`src/rtl/acc_seq_pkg.sv`:
```
// Shared opcode/mode constants, FSM state encoding and the state-to-strobe decode
// for the accumulator control sequencer.
package acc_seq_pkg;

  localparam int unsigned OPW = 3;

  localparam logic [OPW-1:0] OP_CLR = 3'b000;
  localparam logic [OPW-1:0] OP_LDA = 3'b001;
  localparam logic [OPW-1:0] OP_ADD = 3'b010;
  localparam logic [OPW-1:0] OP_SUB = 3'b011;
  localparam logic [OPW-1:0] OP_AND = 3'b100;
  localparam logic [OPW-1:0] OP_MUL = 3'b101;
  localparam logic [OPW-1:0] OP_DIV = 3'b110;
  localparam logic [OPW-1:0] OP_OUT = 3'b111;

  localparam logic [1:0] MODE_HOLD = 2'b00;
  localparam logic [1:0] MODE_SHR  = 2'b01;
  localparam logic [1:0] MODE_SHL  = 2'b10;
  localparam logic [1:0] MODE_LOAD = 2'b11;

  typedef enum logic [3:0] {
    ST_IDLE,
    ST_CLRS,
    ST_LOAD,
    ST_EXEC,
    ST_PREP,
    ST_M_ADD,
    ST_M_SHF,
    ST_D_SHF,
    ST_D_SUB,
    ST_OUTP,
    ST_DONE
  } state_t;

  typedef struct packed {
    logic       op_ready;
    logic       busy;
    logic       done;
    logic       ah_reset;
    logic       clr;
    logic       ah_inen;
    logic       acc_oen;
    logic       s_add;
    logic       s_sub;
    logic       s_and;
    logic       s_mul;
    logic       s_div;
    logic [1:0] hs;
    logic [1:0] ls;
  } ctl_t;

  // Strobe pattern for a state; the op only selects the ALU function in EXEC.
  function automatic ctl_t decode(input state_t s, input logic [OPW-1:0] op);
    ctl_t c;
    c = '0;
    c.busy = (s != ST_IDLE);
    unique case (s)
      ST_IDLE:  c.op_ready = 1'b1;
      ST_CLRS: begin
        c.clr      = 1'b1;
        c.ah_reset = 1'b1;
      end
      ST_LOAD: begin
        c.ah_inen = 1'b1;
        c.hs      = MODE_LOAD;
      end
      ST_EXEC: begin
        c.s_add = (op == OP_ADD);
        c.s_sub = (op == OP_SUB);
        c.s_and = (op == OP_AND);
        c.hs    = MODE_LOAD;
      end
      ST_PREP:  c.ah_reset = 1'b1;
      ST_M_ADD: begin
        c.s_mul = 1'b1;
        c.hs    = MODE_LOAD;
      end
      ST_M_SHF: begin
        c.s_mul = 1'b1;
        c.hs    = MODE_SHR;
        c.ls    = MODE_SHR;
      end
      ST_D_SHF: begin
        c.s_div = 1'b1;
        c.hs    = MODE_SHL;
        c.ls    = MODE_SHL;
      end
      ST_D_SUB: begin
        c.s_div = 1'b1;
        c.hs    = MODE_LOAD;
      end
      ST_OUTP:  c.acc_oen = 1'b1;
      ST_DONE:  c.done    = 1'b1;
      default:  c = '0;
    endcase
    return c;
  endfunction

endpackage

```
`src/rtl/acc_seq_if.sv`:
```
// Opcode handshake between the instruction decoder (master) and the sequencer (slave).
interface acc_seq_if;
  import acc_seq_pkg::*;

  logic           op_valid;
  logic [OPW-1:0] op_code;
  logic           op_ready;

  modport master (output op_valid, output op_code, input op_ready);
  modport slave  (input op_valid, input op_code, output op_ready);
endinterface

```
`src/rtl/acc_seq_cnt.sv`:
```
// Iteration counter for multiply/divide steps and OUT hold cycles; term flags the
// cycle on which the count equals the caller-supplied last value.
module acc_seq_cnt #(
  parameter int unsigned CW = 2
) (
  input  logic          clk,
  input  logic          reset_n,
  input  logic          clr,
  input  logic          en,
  input  logic [CW-1:0] last,
  output logic          term
);

  logic [CW-1:0] count;

  always_ff @(posedge clk or negedge reset_n) begin
    if (!reset_n) begin
      count <= '0;
    end else if (clr) begin
      count <= '0;
    end else if (en) begin
      count <= count + 1'b1;
    end
  end

  assign term = (count == last);

endmodule

```
`src/rtl/acc_seq.sv`:
```
// Control sequencer for the 4-bit accumulator/ALU datapath: accepts one opcode per
// handshake and steps the datapath strobes, including iterative multiply/divide.
module acc_seq
  import acc_seq_pkg::*;
#(
  parameter int unsigned DW      = 4,
  parameter int unsigned CW      = 2,
  parameter int unsigned OUT_CYC = 1
) (
  input  logic       clk,
  input  logic       reset_n,
  acc_seq_if.slave   op,
  output logic       busy,
  output logic       done,
  output logic       ah_reset,
  output logic       clr,
  output logic       ah_inen,
  output logic       acc_oen,
  output logic       s_add,
  output logic       s_sub,
  output logic       s_and,
  output logic       s_mul,
  output logic       s_div,
  output logic [1:0] hs,
  output logic [1:0] ls
);

  state_t         state, state_nx;
  logic [OPW-1:0] op_q, op_nx;
  ctl_t           ctl;
  logic           accept;
  logic           cnt_clr, cnt_en, cnt_term;
  logic [CW-1:0]  cnt_last;

  assign accept = op.op_valid & ctl.op_ready;

  // One counter serves both loops; the terminal value depends on which loop is running.
  assign cnt_clr  = accept | (state == ST_PREP);
  assign cnt_en   = ((state == ST_M_SHF) || (state == ST_D_SUB) || (state == ST_OUTP)) & ~cnt_term;
  assign cnt_last = (state == ST_OUTP) ? CW'(OUT_CYC - 1) : CW'(DW - 1);

  acc_seq_cnt #(.CW(CW)) u_cnt (
    .clk     (clk),
    .reset_n (reset_n),
    .clr     (cnt_clr),
    .en      (cnt_en),
    .last    (cnt_last),
    .term    (cnt_term)
  );

  always_comb begin
    state_nx = state;
    op_nx    = op_q;
    unique case (state)
      ST_IDLE: begin
        if (accept) begin
          op_nx = op.op_code;
          unique case (op.op_code)
            OP_CLR:                 state_nx = ST_CLRS;
            OP_LDA:                 state_nx = ST_LOAD;
            OP_ADD, OP_SUB, OP_AND: state_nx = ST_EXEC;
            OP_MUL, OP_DIV:         state_nx = ST_PREP;
            default:                state_nx = ST_OUTP;
          endcase
        end
      end
      ST_CLRS, ST_LOAD, ST_EXEC: state_nx = ST_DONE;
      ST_PREP:  state_nx = (op_q == OP_DIV) ? ST_D_SHF : ST_M_ADD;
      ST_M_ADD: state_nx = ST_M_SHF;
      ST_M_SHF: state_nx = cnt_term ? ST_DONE : ST_M_ADD;
      ST_D_SHF: state_nx = ST_D_SUB;
      ST_D_SUB: state_nx = cnt_term ? ST_DONE : ST_D_SHF;
      ST_OUTP:  state_nx = cnt_term ? ST_DONE : ST_OUTP;
      ST_DONE:  state_nx = ST_IDLE;
      default:  state_nx = ST_IDLE;
    endcase
  end

  // Outputs are registered from the next state so each strobe lines up with its state.
  always_ff @(posedge clk or negedge reset_n) begin
    if (!reset_n) begin
      state        <= ST_IDLE;
      op_q         <= '0;
      ctl          <= '0;
      ctl.op_ready <= 1'b1;
    end else begin
      state <= state_nx;
      op_q  <= op_nx;
      ctl   <= decode(state_nx, op_nx);
    end
  end

  assign op.op_ready = ctl.op_ready;
  assign busy        = ctl.busy;
  assign done        = ctl.done;
  assign ah_reset    = ctl.ah_reset;
  assign clr         = ctl.clr;
  assign ah_inen     = ctl.ah_inen;
  assign acc_oen     = ctl.acc_oen;
  assign s_add       = ctl.s_add;
  assign s_sub       = ctl.s_sub;
  assign s_and       = ctl.s_and;
  assign s_mul       = ctl.s_mul;
  assign s_div       = ctl.s_div;
  assign hs          = ctl.hs;
  assign ls          = ctl.ls;

endmodule

```
`src/flat_wrapper.sv`:
```
// flat-port wrapper written by rule: the top's interface ports become plain ports
module acc_seq_flat import acc_seq_pkg::*;
#(
  parameter int unsigned DW      = 4,
  parameter int unsigned CW      = 2,
  parameter int unsigned OUT_CYC = 1
)
  (clk, reset_n, busy, done, ah_reset, clr, ah_inen, acc_oen, s_add, s_sub, s_and, s_mul, s_div, hs, ls, op_op_valid, op_op_code, op_op_ready);
  acc_seq_if op_i ();
  input  logic clk;
  input  logic reset_n;
  output logic busy;
  output logic done;
  output logic ah_reset;
  output logic clr;
  output logic ah_inen;
  output logic acc_oen;
  output logic s_add;
  output logic s_sub;
  output logic s_and;
  output logic s_mul;
  output logic s_div;
  output logic [1:0] hs;
  output logic [1:0] ls;
  input wire logic [$bits(op_i.op_valid)-1:0] op_op_valid;
  input wire logic [$bits(op_i.op_code)-1:0] op_op_code;
  output wire logic [$bits(op_i.op_ready)-1:0] op_op_ready;
  assign op_i.op_valid = op_op_valid;
  assign op_i.op_code = op_op_code;
  assign op_op_ready = op_i.op_ready;
  acc_seq #(.DW(DW), .CW(CW), .OUT_CYC(OUT_CYC)) u_core (.clk(clk), .reset_n(reset_n), .op(op_i), .busy(busy), .done(done), .ah_reset(ah_reset), .clr(clr), .ah_inen(ah_inen), .acc_oen(acc_oen), .s_add(s_add), .s_sub(s_sub), .s_and(s_and), .s_mul(s_mul), .s_div(s_div), .hs(hs), .ls(ls));
endmodule
```
`config.mk`:
```
export PLATFORM = sky130hd
export DESIGN_NAME = acc_seq_flat
export DESIGN_NICKNAME = d
export VERILOG_FILES = /design/src/rtl/acc_seq_pkg.sv /design/src/rtl/acc_seq_if.sv /design/src/rtl/acc_seq_cnt.sv /design/src/rtl/acc_seq.sv /design/src/flat_wrapper.sv
export SDC_FILE = /design/constraint.sdc
export NUM_CORES = 1
export LEC_CHECK = 0
export BUFFER_PORTS_ARGS = -buffer_cell sky130_fd_sc_hd__buf_2
export CAP_MARGIN = 20
export CELL_PAD_IN_SITES_DETAIL_PLACEMENT = 1
export CELL_PAD_IN_SITES_GLOBAL_PLACEMENT = 1
export CORE_ASPECT_RATIO = 0.8
export CORE_MARGIN = 4
export CORE_UTILIZATION = 47
export CTS_BUF_LIST = sky130_fd_sc_hd__clkbuf_8
export DETAILED_ROUTE_END_ITERATION = 16
export PLACE_DENSITY = 0.89
export SKIP_CTS_REPAIR_TIMING = 1
export SYNTH_ARGS = -nofsm -noshare
export SYNTH_HDL_FRONTEND = slang
export SYNTH_SLANG_ARGS = --single-unit
```
`constraint.sdc`:
```
create_clock -name clk -period 3.4 [get_ports clk]
set_input_delay 0.51 -clock clk [delete_from_list [all_inputs] [get_ports clk]]
set_output_delay 0.51 -clock clk [all_outputs]
set_load 0.02 [all_outputs]
```
* Word-level counts from Yosys, hierarchy flattened
Index checks and enable logic that the tools add are counted.
** Storage, ports and cells
- Flip-flop bits (word level) :: 25
- Output and inout bits :: 16
- Word-level logic and storage cells :: 91
** Operators by class
- Add/sub/neg operators :: 1
- Eq/ne operators :: 30
- Muxes and demuxes :: 24
- Bitwise gates (word level) :: 4
- Reductions and logical operators :: 15
** Operators by type and width (count)
- $eq A4 B3 Y1 const B :: 8
- $pmux W4 S8 :: 1
- $eq A4 B4 Y1 const B :: 5
- $eq A4 B2 Y1 const B :: 4
- $pmux W4 S4 :: 1
- $eq A3 B3 Y1 const B :: 5
- $eq A3 B2 Y1 const B :: 4
- $mux W4 :: 3
- $reduce_or A11 Y1 :: 1
- $mux W2 :: 5
- $mux W1 :: 9
- $mux W3 :: 3
- $eq A4 B1 Y1 const B :: 2
- $logic_not A4 Y1 :: 2
- $reduce_or A2 Y1 :: 4
- $pmux W2 S3 :: 1
- $reduce_or A3 Y1 :: 2
- $pmux W2 S2 :: 1
- $reduce_bool A4 Y1 :: 1
- $reduce_or A4 Y1 :: 1
- $eq A3 B1 Y1 const B :: 1
- $logic_not A3 Y1 :: 1
- $add A2 B1 Y2 const B :: 1
- $and A1 B1 Y1 :: 2
- 5 further kinds :: 6

* Longest topological paths before layout
- Depth in word-level cells :: 8
- Mapped depth :: 7
- Depth with buffers taken out :: 6

* Cells and area by module
A second synthesis with hierarchy kept.
** Unflattened totals
- Cell total of the unflattened synthesis :: 112
- Area, all modules :: 1208.7 um2
** By module, submodules not included
- acc_seq :: instances 1, cells an instance 102, area an instance 1098.6 um2, sequential area each 576.8 um2
- acc_seq_cnt :: instances 1, cells an instance 10, area an instance 110.1 um2, sequential area each 50.0 um2

* Least setup slack after synthesis
No wires, ideal clock.
- Path kind :: input to register
- Start :: input op_op_code[0]
- End :: register u_core.ctl (netlist bit u_core.ah_reset)
- Arrival :: 1.668 ns
- Setup slack :: 1.612 ns
- Stages on the path :: 7
- Buffers on the path :: 1
- Path through :: buf_2 -> or2b_1 -> a21oi_1 -> o221a_4 -> clkinv_4 -> and4_4 -> a31o_1
** Between the ends
- Word-level cells in the longest chain between the ends :: 8
** RTL lines
- start, declared :: RTL line flat_wrapper.sv:26 : input wire logic [$bits(op_i.op_code)-1:0] op_op_code;
- $eq A3 B2 Y1 or $eq A3 B3 Y1 (tied branches) :: RTL line acc_seq.sv:58 : unique case (op.op_code)
- $reduce_or A3 Y1 or $reduce_or A2 Y1 (tied branches) :: RTL line acc_seq.sv:58
- $pmux W4 S4 (*) :: RTL line acc_seq.sv:58
- $mux W4 (*) :: RTL line acc_seq.sv:56 : if (accept) begin
- $pmux W4 S8 (*) :: RTL line acc_seq.sv:54 : unique case (state)
- via u_core.state_nx[0] :: RTL line acc_seq.sv:28 : state_t state, state_nx;
- $eq A4 B1 Y1 or $eq A4 B3 Y1 (tied branches) :: RTL line acc_seq_pkg.sv:57 : unique case (s)
- $reduce_or A2 Y1 (no line) (*)
- $mux W1 (*) :: RTL line acc_seq_pkg.sv:57
- end signal, assigned :: RTL line acc_seq.sv:89 : ctl <= decode(state_nx, op_nx);
- end, declared :: RTL line acc_seq.sv:30 : ctl_t ctl;
Mark *: on every way through the listed nets, which the timed path passes. The rest lies on a longest branch.
A chain may end at the register's enable or synchronous reset.

* Worst setup path in the final report
- Start :: register u_core.state[1]
- End :: register u_core.ctl (netlist bit u_core.ah_reset)
** Between the ends
- Word-level cells in the longest chain between the ends :: 8
** RTL lines
- start, declared :: RTL line acc_seq.sv:28
- start signal, assigned :: RTL line acc_seq.sv:87 : state <= state_nx;
- $eq A4 B4 Y1 :: RTL line acc_seq.sv:40, acc_seq.sv:54
- $mux W2 :: RTL line acc_seq.sv:40 : assign cnt_last = (state == ST_OUTP) ? CW'(OUT_CYC - 1) : CW'(DW - 1);
- $eq A2 B2 Y1 :: RTL line acc_seq_cnt.sv:26 : assign term = (count == last);
- $mux W2 (tied with other cells) :: RTL line acc_seq.sv:73 : ST_OUTP: state_nx = cnt_term ? ST_DONE : ST_OUTP;
- $pmux W4 S8 (*) :: RTL line acc_seq.sv:54
- $eq A4 B1 Y1 or $eq A4 B3 Y1 (tied branches) :: RTL line acc_seq_pkg.sv:57
- $reduce_or A2 Y1 (no line) (*)
- $mux W1 (*) :: RTL line acc_seq_pkg.sv:57
Mark *: on every way between the ends. The rest lies on a longest branch, timed or not.

==> key figures <==
Critical path
  • CP Launch Type: register
  • Crit Path Category: register to register
  • Crit. End Element: register
  • Critical Path RT: 3.56 ns
  • CP arrival: 2.12 ns
  • Critical path peak fanout: 12

Logic synthesis
  • Netlist cell types: 44
  • Top-count cell post-synth: dfrtp_1
  • Commonest cells post-synth: dfrtp_1 (24), nand2_1 (9), nor2_1 (9), o21ai_0 (9), inv_1 (7)
  • Post-synth EDFFs: 0
  • Post-synth top area cell: dfrtp_1
  • XOR/XNOR Fraction of Synth Area: 1.430%
  • Commonest register cell after synthesis: dfrtp_1
  • Largest family of logic cells by synthesized area: simple AND/OR/NAND/NOR gates
  • Fraction of registers with async set/reset: 100.0%
  • Mapped cell area: 1225 µm²
  • Syn. warnings: 0
  • Cells after Synth: 117
  • Yosys top cell area share: 49.03%
  • Simple-gate portion of the synthesized area: 20.74%
  • Syn_nets: 123
  • Syn avg cell area: 10.47 µm²
  • Compound-gate portion of the synthesized area: 17.47%
  • Seq/Total Area, Yosys: 51.17%
  • Yosys reg bits: 25
  • Mux cell area share after synthesis: 1.839%
  • Synth area leaders: dfrtp_1 (49%), o21ai_0 (3.7%), nand2_1 (2.8%)
  • Adder-cell share of the synthesized area: 0%

STA
  • Max frequency: 509.7 MHz
  • Post-Route Skew: 0.01177 ns
  • Relative slew margins: 63.82%
  • Setup tns final: 0 ns
  • RSZ-0062 raised after global routing: no
  • Hold WS: 0.2060 ns
  • Fin crit share: 57.71%
  • Setup violators final: 0
  • Hold Vio Cnt, Final: 0
  • Slew of the pin with the lowest slew margin: 0.5427 ns
  • Final min period: 1.962 ns
  • Slew Limit Fails: 0

Min path
  • Worst hold path class: input pin to asynchronous set/reset pin

Floorplan
  • Die Width: 65.08 µm
  • Die area: 3492 µm²
  • Effective utilization at floorplan: 49.75%
  • Standard-cell rows: 16
  • Core area: 2462 µm²
  • IO Count: 22
  • Die H: 53.66 µm

GRT
  • GRT Resource Usage Total: 19.90%
  • First-pass GRT wire length: 5092 µm
  • Global route overflow: 0
  • Largest net degree at the start of global routing: 26
  • Antenna violations before repair: 0
  • Vias in the first global route: 1036

Route
  • DRC Markers: 0
  • Vias per inst: 5.765
  • Drt pass-1 iters: 4
  • WL/cell: 17.07 µm
  • Final ANT Viol Nets: 0
  • Drt initial violations: 56
  • Via count: 980
  • WL final: 2902 µm

Pwr
  • PwrDens: 947.5 nW/µm²
  • P_leak: 0.0006778 µW
  • VDD IR max: 0.4981 mV
  • Total chip power: 1293 µW

Final layout
  • Share of post-route cells with drive strength above 1: 26.12%
  • ANT cells: 0
  • Fill count: 294
  • Area delta synth->final: 11.44%
  • Final Net Count: 141
  • Multi-input gate area: 508.0 µm²
  • Sequential cell area: 626.9 µm²

Clock tree
  • Num CTS Buffers: 3
  • CTS tree: done
  • Clock transition at the registers of the reported paths: 0.09 ns
  • Skew-Pair Late Insertion Delay: 0.27 ns
  • CTS sink count: 25
  • Max Root-Sink Buffers: 2
  • CTS H-tree lvls: 1
  • Clk root buf: clkbuf_8

Outcome
  • Outcome: finished, final reports clean

Placement
  • Port-buffer cells: 21
  • Post-DP HPWL: 2115 µm
  • Gpl congestion: 0.8446

Flow run
  • Max-Cap Viols: 0
## state kept, by name, indices dropped and copies added, names as in the netlist
name and cells:
u_core.s_and 1, u_core.op.op_ready 1, u_core.ah_inen 1, u_core.ls 2, u_core.ah_reset 1, u_core.clr 1, u_core.s_mul 1, u_core.op_q 3
u_core.hs 2, u_core.s_add 1, u_core.state 4, u_core.acc_oen 1, u_core.busy 1, u_core.s_div 1, u_core.s_sub 1, u_core.u_cnt.count 2
u_core.done 1
## worst max-delay path, stage by stage (launching register included)
cell       delay [ns]
dfrtp_1          0.52
nor2_1           0.41
nand3_1          0.29
a2bb2oi_4        0.26
and4_4           0.17
a31o_1           0.18
## through the flow
| stage | setup WS (ns) | cells | instance area (µm²) | utilization [%] |
|---|---|---|---|---|
| after floorplan | 1.612 | 117 | 1225 | - |
| after global placement | 1.523 | 166 | 1320 | 53.61 |
| after detailed placement | 1.416 | 166 | 1320 | 53.61 |
| after CTS | 1.465 | 170 | 1365 | 55.44 |
| after global routing | 1.349 | 170 | 1365 | 55.44 |
| final | 1.438 | 170 | 1365 | 55.44 |
## path summary, 6_finish.rpt
path	startpoint	to	slack, ns	cells past startpoint
worst min-delay path	reset_n	u_core.s_div	0.21	1
worst min register to register	u_core.op_q[1]	u_core.op_q[1]	0.49	2
worst max-delay path	u_core.state[1]	u_core.ah_reset	1.44	5
min in group clk	op_op_code[2]	u_core.s_sub	0.48	2
worst max register to register	u_core.state[1]	u_core.ah_reset	1.44	5
max in group asynchronous	reset_n	u_core.op.op_ready	2.81	1
## layout by cell type (no fill, tap or decap), types with 2 or more instances in the layout
cell	n
dfrtp_1	24
buf_2	21
nor2_1	9
nand2_1	9
o21ai_0	9
inv_1	8
a21oi_1	6
nand3_1	4
nor3b_1	3
clkbuf_8	3
mux2_2	2
a31oi_1	2
o21ai_1	2
nand4_1	2
nor3_1	2
## kinds of logic (layout without fill, tap and decap cells)
| family | Yosys count | after routing |
|---|---|---|
| xor+xnor | 2 | 2 |
| flops | 25 | 25 |
| buf+inv | 16 | 33 |
| compound gates | 29 | 29 |
| simple gates | 43 | 43 |
| mux | 2 | 2 |
## metal layers
metal | global-route usage [%] | wire length, µm | vias up
li1 | - | - | 446
met1 | 24.24 | 1284 | 485
met2 | 33.79 | 1380 | 38
met3 | 4.384 | 153 | 11
met4 | 10.34 | 82 | 0
met5 | 0 | 0 | -
## power by group
part | switching, µW | total (µW) | internal, µW
Clock | 90.9 | 172 | 80.9
Combinational | 369 | 600 | 231
Sequential | 120 | 522 | 401
Total | 581 | 1290 | 713
## area by class of cell
| type | instances | area share [%] |
|---|---|---|
| sequential | 25 | 45.92 |
| tap | 36 | 3.300 |
| timing repair buffer | 21 | 7.699 |
| multi-input combinational | 76 | 37.21 |
| inverter | 8 | 2.566 |
| clock inverter | 1 | 0.2750 |
| clock buffer | 3 | 3.025 |
No activity file was read; power rests on OpenSTA's default activity.
